[src/rtl/nibble_cmp_seq.sv]
// rtl/nibble_cmp_seq.sv - sequential nibble-by-nibble equality compare of two operands
//
// comparator_4bit : combinational 4-bit equality
//   x, y : nibbles to compare
//   eq   : 1 when x == y
//
// nibble_cmp_seq  : compares a and b one nibble per cycle, LSB nibble first
//   clk      : clock, rising edge
//   rst      : asynchronous active-high reset
//   start    : request a comparison (sampled only in IDLE)
//   a, b     : operands, 4*NIBBLES bits, captured at start acceptance
//   busy     : high while nibbles are being compared
//   done     : one-cycle result strobe
//   equal    : result of the last completed comparison
//   miss_idx : first mismatching nibble index, 0 when equal

module comparator_4bit (
    input  logic [3:0] x,
    input  logic [3:0] y,
    output logic       eq
);
    assign eq = (x == y);
endmodule

module nibble_cmp_seq #(
    parameter int NIBBLES = 4
) (
    input  logic                   clk,
    input  logic                   rst,
    input  logic                   start,
    input  logic [4*NIBBLES-1:0]   a,
    input  logic [4*NIBBLES-1:0]   b,
    output logic                   busy,
    output logic                   done,
    output logic                   equal,
    output logic [2:0]             miss_idx
);
    localparam int W = 4 * NIBBLES;
    localparam logic [2:0] LAST = 3'(NIBBLES - 1);

    typedef enum logic [1:0] {
        IDLE = 2'd0,
        RUN  = 2'd1,
        DONE = 2'd2
    } state_t;

    state_t       state, state_nx;
    logic [W-1:0] a_q, b_q, a_nx, b_nx;
    logic [2:0]   cnt, cnt_nx;
    logic         equal_nx;
    logic [2:0]   miss_nx;
    logic [3:0]   nib_a, nib_b;
    logic         nib_eq;

    // Nibble select with constant part-selects so the index never
    // outgrows the operand width for any legal NIBBLES.
    always_comb begin
        nib_a = 4'h0;
        nib_b = 4'h0;
        for (int i = 0; i < NIBBLES; i++) begin
            if (cnt == 3'(i)) begin
                nib_a = a_q[i*4 +: 4];
                nib_b = b_q[i*4 +: 4];
            end
        end
    end

    comparator_4bit u_cmp (
        .x  (nib_a),
        .y  (nib_b),
        .eq (nib_eq)
    );

    always_comb begin
        state_nx = state;
        a_nx     = a_q;
        b_nx     = b_q;
        cnt_nx   = cnt;
        equal_nx = equal;
        miss_nx  = miss_idx;
        unique case (state)
            IDLE: begin
                if (start) begin
                    a_nx     = a;
                    b_nx     = b;
                    cnt_nx   = 3'd0;
                    state_nx = RUN;
                end
            end
            RUN: begin
                if (!nib_eq) begin
                    equal_nx = 1'b0;
                    miss_nx  = cnt;
                    state_nx = DONE;
                end else if (cnt == LAST) begin
                    equal_nx = 1'b1;
                    miss_nx  = 3'd0;
                    state_nx = DONE;
                end else begin
                    cnt_nx = cnt + 3'd1;
                end
            end
            DONE: begin
                state_nx = IDLE;
            end
            default: begin
                state_nx = IDLE;
            end
        endcase
    end

    always_ff @(posedge clk or posedge rst) begin
        if (rst) begin
            state    <= IDLE;
            a_q      <= '0;
            b_q      <= '0;
            cnt      <= 3'd0;
            equal    <= 1'b0;
            miss_idx <= 3'd0;
            busy     <= 1'b0;
            done     <= 1'b0;
        end else begin
            state    <= state_nx;
            a_q      <= a_nx;
            b_q      <= b_nx;
            cnt      <= cnt_nx;
            equal    <= equal_nx;
            miss_idx <= miss_nx;
            // Registered flags track the state being entered.
            busy     <= (state_nx == RUN);
            done     <= (state_nx == DONE);
        end
    end
endmodule

[config.mk]
export PLATFORM = sky130hd
export DESIGN_NAME = nibble_cmp_seq
export DESIGN_NICKNAME = d
export VERILOG_FILES = /design/src/rtl/nibble_cmp_seq.sv
export SDC_FILE = /design/constraint.sdc
export NUM_CORES = 1
export LEC_CHECK = 0
export ABC_AREA = 1
export ABC_CLOCK_PERIOD_IN_PS = 1500
export CAP_MARGIN = 20
export CORE_AREA = 2 2 70 72
export DETAILED_ROUTE_END_ITERATION = 8
export DIE_AREA = 0 0 72 74
export PLACE_DENSITY = 0.72
export SYNTH_ARGS = -nofsm -noshare
export SYNTH_HDL_FRONTEND = slang
export SYNTH_SLANG_ARGS = --single-unit
[constraint.sdc]
create_clock -name clk -period 1.5 [get_ports clk]
set_input_delay 0.3 -clock clk [delete_from_list [all_inputs] [get_ports clk]]
set_output_delay 0.3 -clock clk [all_outputs]
set_load 0.05 [all_outputs]
==> summary.txt, run 1 <==
Synthesis
  • Synth area leaders: dfrtp_1 54%, nand2_1 9.1%, mux2_2 8.5%, nor2_1 6.1%, inv_1 5.5%
  • Synthesized flop and latch total: 43
  • Sequential share of the synthesized area: 0.5433
  • Yosys top cell by area: dfrtp_1
  • Yosys warns: 0
  • Mapped cell area: 1981 sq um
  • Syn nets: around 260
  • Syn Inst Count: 218
  • Post-synth cell types: 23
  • Syn avg cell area: roughly 9 sq um
  • Post-synth top area share: 0.5433

Global route
  • Total congestion overflow: 0
  • Total GRT Usage: 0.1630
  • Largest net degree at the start of global routing: 44
  • Initial antenna violation count: 0
  • First-pass GRT wire length: about 6.5 mm
  • Vias in the first global route: 1454

Critical path
  • Crit path cell chain: ha_2 > ha_4 > buf_4 > buf_4 > o21ai_2 > nand4_1 > nand2_2
  • WP data required: roughly 1.7 ns
  • Slowest CP cell: dfrtp_1
  • Worst Path Max Fanout: 4
  • Worst Setup Start Kind: flop
  • Worst EP arrival: 1.87 ns
  • Critical path class: reg -> reg
  • Crit path top cell by count: buf_4
  • CP endpoint kind: flop
  • Critical Path Max Stage Delay: 0.42 ns

Placement
  • DP HPWL: 2.765 mm
  • Cell count after placement: 319
  • IO Port Bufs: 40
  • Post-DP Area: 2629 sq um
  • RePlAce Congestion: 0.9510

CTS
  • Clock slew at reported path FFs: 0.08 ns
  • Sink Count: 43
  • Clock Tree Root: clkbuf_8
  • CTS tree: yes
  • CTS buffer count: 5
  • Cts hold-fix bufs: 0
  • H-Tree Depth: 2
  • Clock Tree Buf Depth: 2
  • Clock latency at the later pin of the worst-skew pair: 0.29 ns

Floorplan
  • Cell Rows: 25
  • Starting Density: 0.4307
  • Die X: roughly 72 microns
  • Die footprint: 5328 sq um
  • Core Region: 4598 sq um
  • Die Ht: 74 microns
  • I/O Pins: 41

Power and ir drop
  • Pint: 0.003145 W
  • P_leak: around 1.4 nW
  • Clk pwr share: 0.139
  • Sw Ratio: 0.3881
  • Reg power frac: 0.386
  • Peak supply drop: 0.7124 mV
  • Switching power: around 0.0020 W
  • PwrDens: 1807 nW/um^2
  • Gate power share: 0.475

Route
  • Wire per inst: 12.18 microns
  • Routed vias: 1531
  • Post-Route WL: 4.020 mm
  • Initial DRC count: 136
  • Drt first pass iters: 4
  • Via-per-instance ratio: 4.639
  • DRC: 0
  • Routed Antenna Nets: 0

Run status
  • Violated checks: setup timing
  • Status: complete, but fails checks

Timing
  • Post-layout min period: 1.635 ns
  • Slew HR: 0.8242
  • Max Slew Vio Count: 0
  • Setup TNS: -0.6155 ns
  • Achievable Freq: slightly above 600 MHz
  • Final Worst Setup Slack: -0.1349 ns
  • Final Hold Viols: 0
  • Worst-Margin Slew: 0.2637 ns
  • Setup violations, final: 10
  • Tcrit/Tclk final: 1.090
  • RSZ-0062 raised after global routing: true
  • Clock skew: 0.004515 ns

Cells and area
  • # diodes: 0
  • Nets: 315
  • Most frequent cells in the layout: 43 x dfrtp_1, 38 x nand2_1, 34 x clkdlybuf4s50_1, 31 x nor2_1, 25 x inv_1
  • P&R area growth vs syn: 43.65%
  • Commonest non-fill, non-tap cell in the layout: dfrtp_1
  • Post-layout util: 0.6188
  • Fin area: between 2000 and 3000 sq um
  • Share of cells above drive strength 1: 0.2609
  • Fillcell total: approximately 390
  • Layout Cells excl Fill: 330

Job
  • Max-Cap Viols: 0

Worst hold path
  • Worst Hold Class: in -> async
## final timing paths
| kind | from | endpoint | slack, ns | cells after the start |
|---|---|---|---|---|
| max in group asynchronous | rst | miss_idx[1] | 0.95 | 3 |
| setup reg to reg | cnt[0] | cnt[1] | -0.13 | 7 |
| hold / removal | rst | done | 0.33 | 3 |
| hold reg to reg | b_q[9] | b_q[9] | 0.52 | 2 |
| setup / recovery | cnt[0] | cnt[1] | -0.13 | 7 |
| min in group clk | b_q[9] | b_q[9] | 0.52 | 2 |
## flip-flops by register name (all words and copies together), names as in the netlist
signal and cells:
done 1, state 2, b_q 16, a_q 16
equal 1, busy 1, miss_idx 3, cnt 3
## through the flow
stage                     power, W  hold WS [ns]  worst slack [ns]
after floorplan           0.003411        0.4505           0.01361
after global placement    0.004157        0.5039          -0.05819
after detailed placement  0.004231        0.5143           -0.1260
after CTS                 0.005022        0.3476          -0.08700
after global routing      0.005563        0.3491           -0.2726
final                     0.005140        0.3265           -0.1349
## cell usage after synthesis
| library cell | instances |
|---|---|
| xor2_1 | 2 |
| nand4_1 | 2 |
| o21ai_1 | 2 |
| a21boi_1 | 1 |
| nor2_2 | 1 |
| ha_1 | 5 |
| inv_1 | 29 |
| mux2_2 | 15 |
| xnor2_1 | 2 |
| nand3_2 | 1 |
| nand2_1 | 48 |
| nand3_1 | 2 |
| a21oi_1 | 18 |
| nand2_4 | 1 |
| nand2_2 | 2 |
| clkbuf_1 | 1 |
| inv_2 | 2 |
| buf_1 | 1 |
| o21ai_0 | 4 |
| nor2_1 | 32 |
| o21ai_2 | 1 |
| buf_2 | 3 |
| dfrtp_1 | 43 |
## power groups by stage
stage | registers [W] | logic, W | clock network (W)
after floorplan | 0.00207 | 0.00134 | 0
after global routing | 0.00205 | 0.00272 | 0.000791
final | 0.00199 | 0.00244 | 0.000713
after CTS | 0.00198 | 0.00231 | 0.000731
after detailed placement | 0.00200 | 0.00223 | 0
after global placement | 0.00197 | 0.00219 | 0
## kinds of logic after synthesis
group                    count (synthesis)  synth area share
XOR/XNOR                                 4           0.01769
AND/OR/NAND/NOR                         89            0.1832
multiplexers                            15           0.08528
buffers and inverters                   36           0.07011
AO/OA/AOI/OAI                           26           0.06886
flip-flops                              43            0.5433
adder cells (fa/ha/maj)                  5           0.03159
## repair_timing
action,in CTS,in global routing
cloned,0,0
pin swaps,4,6
endpoints found under the setup margin,10,11
buffers inserted,1,2
resized for setup,11,22
## metal layers
layer / track usage / wire length, microns / up-vias
li1: - / - / 788
met1: 0.2219 / 1835 / 705
met2: 0.2418 / 1956 / 32
met3: 0.04878 / 154 / 6
met4: 0.07547 / 74 / 0
met5: 0 / 0 / -
## final cells by class
class,instances,area [sq um],share of cell area
Clock buffer,7,76.32,0.02682
Clock inverter,1,5.005,0.001759
Multi-Input combinational cell,139,865.8,0.3043
Timing Repair Buffer,55,630.6,0.2216
Inverter,31,123.9,0.04354
Sequential cell,43,1076,0.3782
Tap cell,54,67.56,0.02375
## critical path: cells and delay by family (launching register included)
kind	cells	cell delay, ns
AOI/OAI and AO/OA	1	0.25
adders and majority gates	2	0.37
buffers and inverters	2	0.26
DFF	1	0.42
and+or+nand+nor	2	0.28
Note: power is estimated with default switching activity, not from simulation.
==> inputs of run 2 (changes only) <==
Settings changed: ABC_CLOCK_PERIOD_IN_PS 1500 to 2000, CORE_AREA 2 2 70 72 to 2 2 74 76, DIE_AREA 0 0 72 74 to 0 0 76 78, PLACE_DENSITY 0.72 to not set, SKIP_CTS_REPAIR_TIMING set to 1.
Clock period 1.5 ns to 2 ns, I/O delays scaled along.
==> run 2 against run 1 <==
The run now ends clean. Clock skew increased by 0.0034 ns. Non-clock buffer count decreased by 13. Register-to-register slack better by 0.45 ns. Cell count rose by 0.61%. First-iteration DRC count is 56% lower. Clock power decreased by 9.3%. Largest cell class unchanged. Largest power group is now registers. Highest routed layer unchanged.
==> summary.txt, run 2 (same netlist as run 1, synthesis figures left out) <==
Critical path
  • CP bufs+invs: 1
  • Critical path class: reg -> out
  • R2R cell count: 10
  • Slowest CP cell: clkdlybuf4s50_1
  • Worst Setup Start Kind: flop
  • Worst EP arrival: 1.44 ns
  • Reg2reg setup slack: 0.32 ns
  • Crit path depth: 1
  • Largest delay share family, worst path: buffers and inverters
  • CP endpoint kind: output port
  • WP data required: about 1.6 ns
  • Worst Path Max Fanout: 2
  • Crit path cell chain: clkdlybuf4s50_1
  • Critical Path Max Stage Delay: about 0.80 ns

Route
  • Post-Route WL: 3.502 mm
  • Drt first pass iters: 4
  • Routed vias: 1427
  • DRC: 0
  • Initial DRC count: 60
  • Routed Antenna Nets: 0
  • Via-per-instance ratio: 4.298
  • Wire per inst: 10.55 microns

Placement
  • DP HPWL: 2.565 mm
  • IO Port Bufs: 40
  • RePlAce Congestion: 0.7854

Global route
  • Total congestion overflow: 0
  • First-pass GRT wire length: 6.279 mm
  • Initial antenna violation count: 0
  • Vias in the first global route: between 1000 and 1500
  • Largest net degree at the start of global routing: 51
  • Total GRT Usage: 0.1326

Power and ir drop
  • Final total power: 0.003563 W
  • Peak supply drop: 0.5605 mV
  • P_leak: around 1.3 nW
  • PwrDens: 1375 nW/um^2

Timing
  • Post-layout min period: around 1.8 ns
  • Slew HR: 0.6684
  • RSZ-0062 raised after global routing: false
  • Setup TNS: 0 ns
  • Final Hold Viols: 0
  • Max Slew Vio Count: 0
  • Worst-Margin Slew: 0.4958 ns
  • Setup violations, final: 0
  • Tcrit/Tclk final: 0.9222
  • Min Hold Slack: 0.4254 ns
  • Achievable Freq: 542.2 MHz
  • Clock skew: 0.007954 ns

Cells and area
  • Share of cells above drive strength 1: 0.1260
  • Nets: ~300
  • Most frequent cells in the layout: 47 x nand2_1, 43 x dfrtp_1, 40 x clkdlybuf4s50_1, 32 x nor2_1, 28 x inv_1
  • Commonest non-fill, non-tap cell in the layout: nand2_1
  • P&R area growth vs syn: 30.83%
  • Top Registers: a_q (16), b_q (16)
  • # diodes: 0

Floorplan
  • Cell Rows: 26
  • I/O Pins: 41
  • Starting Density: 0.3928
  • Die Ht: 78 microns
  • Die footprint: 5928 sq um
  • Die X: 76 microns
  • Core Region: 5042 sq um

CTS
  • Sink Count: 43
  • Clock latency at the later pin of the worst-skew pair: around 0.29 ns
  • Clock Tree Root: clkbuf_8
  • H-Tree Depth: 2
  • Clock slew at reported path FFs: ~0.080 ns
  • Clock Tree Buf Depth: 2
  • CTS tree: yes
  • CTS buffer count: 5

Job
  • Max-Cap Viols: 0

Run status
  • Status: finished clean

Worst hold path
  • Worst Hold Class: in -> async
-- run 2: cell types whose count changed in the layout (fill, tap and decap cells not counted), sizes merged --
cell | previous run | this run
clkbuf | 7 | 6
bufinv | 0 | 1
clkdlybuf4s50 | 34 | 40
inv | 30 | 31
clkinv | 2 | 0
buf | 21 | 2
-- run 2: final cells by class --
class / count / area (sq um)
Multi-Input combinational cell: 139 / 768.2
Timing Repair Buffer: 42 / 440.4
Clock buffer: 6 / 72.57
Fill cell: 478 / 2451
Inverter: 31 / 116.4
Tap cell: 70 / 87.58
Sequential cell: 43 / 1076
Clock inverter: 1 / 30.03
-- run 2: worst paths after layout --
| kind | start | end |
|---|---|---|
| setup / recovery | equal | equal |
| hold / removal | rst | b_q[8] |
| setup reg to reg | cnt[1] | cnt[2] |
| hold reg to reg | miss_idx[1] | miss_idx[1] |
| max in group asynchronous | rst | state[1] |
| min in group clk | miss_idx[1] | miss_idx[1] |
-- run 2: per-layer routing --
layer | share of wire | GRT usage | up-vias
met5 | 0 | 0 | -
met4 | 0.015 | 0.04909 | 0
met3 | 0.045 | 0.04186 | 5
met2 | 0.46 | 0.2125 | 28
met1 | 0.48 | 0.1693 | 635
li1 | - | - | 759
-- run 2: through the flow --
| stage | instance area, sq um | util | setup WS [ns] | cells |
|---|---|---|---|---|
| after detailed placement | 2489 | 0.4935 | 0.3341 | 325 |
| after global routing | 2591 | 0.5139 | 0.08373 | 332 |
| after CTS | 2591 | 0.5139 | 0.1378 | 332 |
| after global placement | 2489 | 0.4935 | 0.3448 | 325 |
| final | 2591 | 0.5139 | 0.1555 | 332 |
| after floorplan | 1981 | - | 0.5136 | 218 |
-- run 2: power breakdown --
part           internal, W  leakage [nW]  switching [W]  total, W
sequential         0.00125         0.508       0.000212   0.00146
clock             0.000366        0.0513       0.000281  0.000647
combinational     0.000626         0.723       0.000828   0.00145
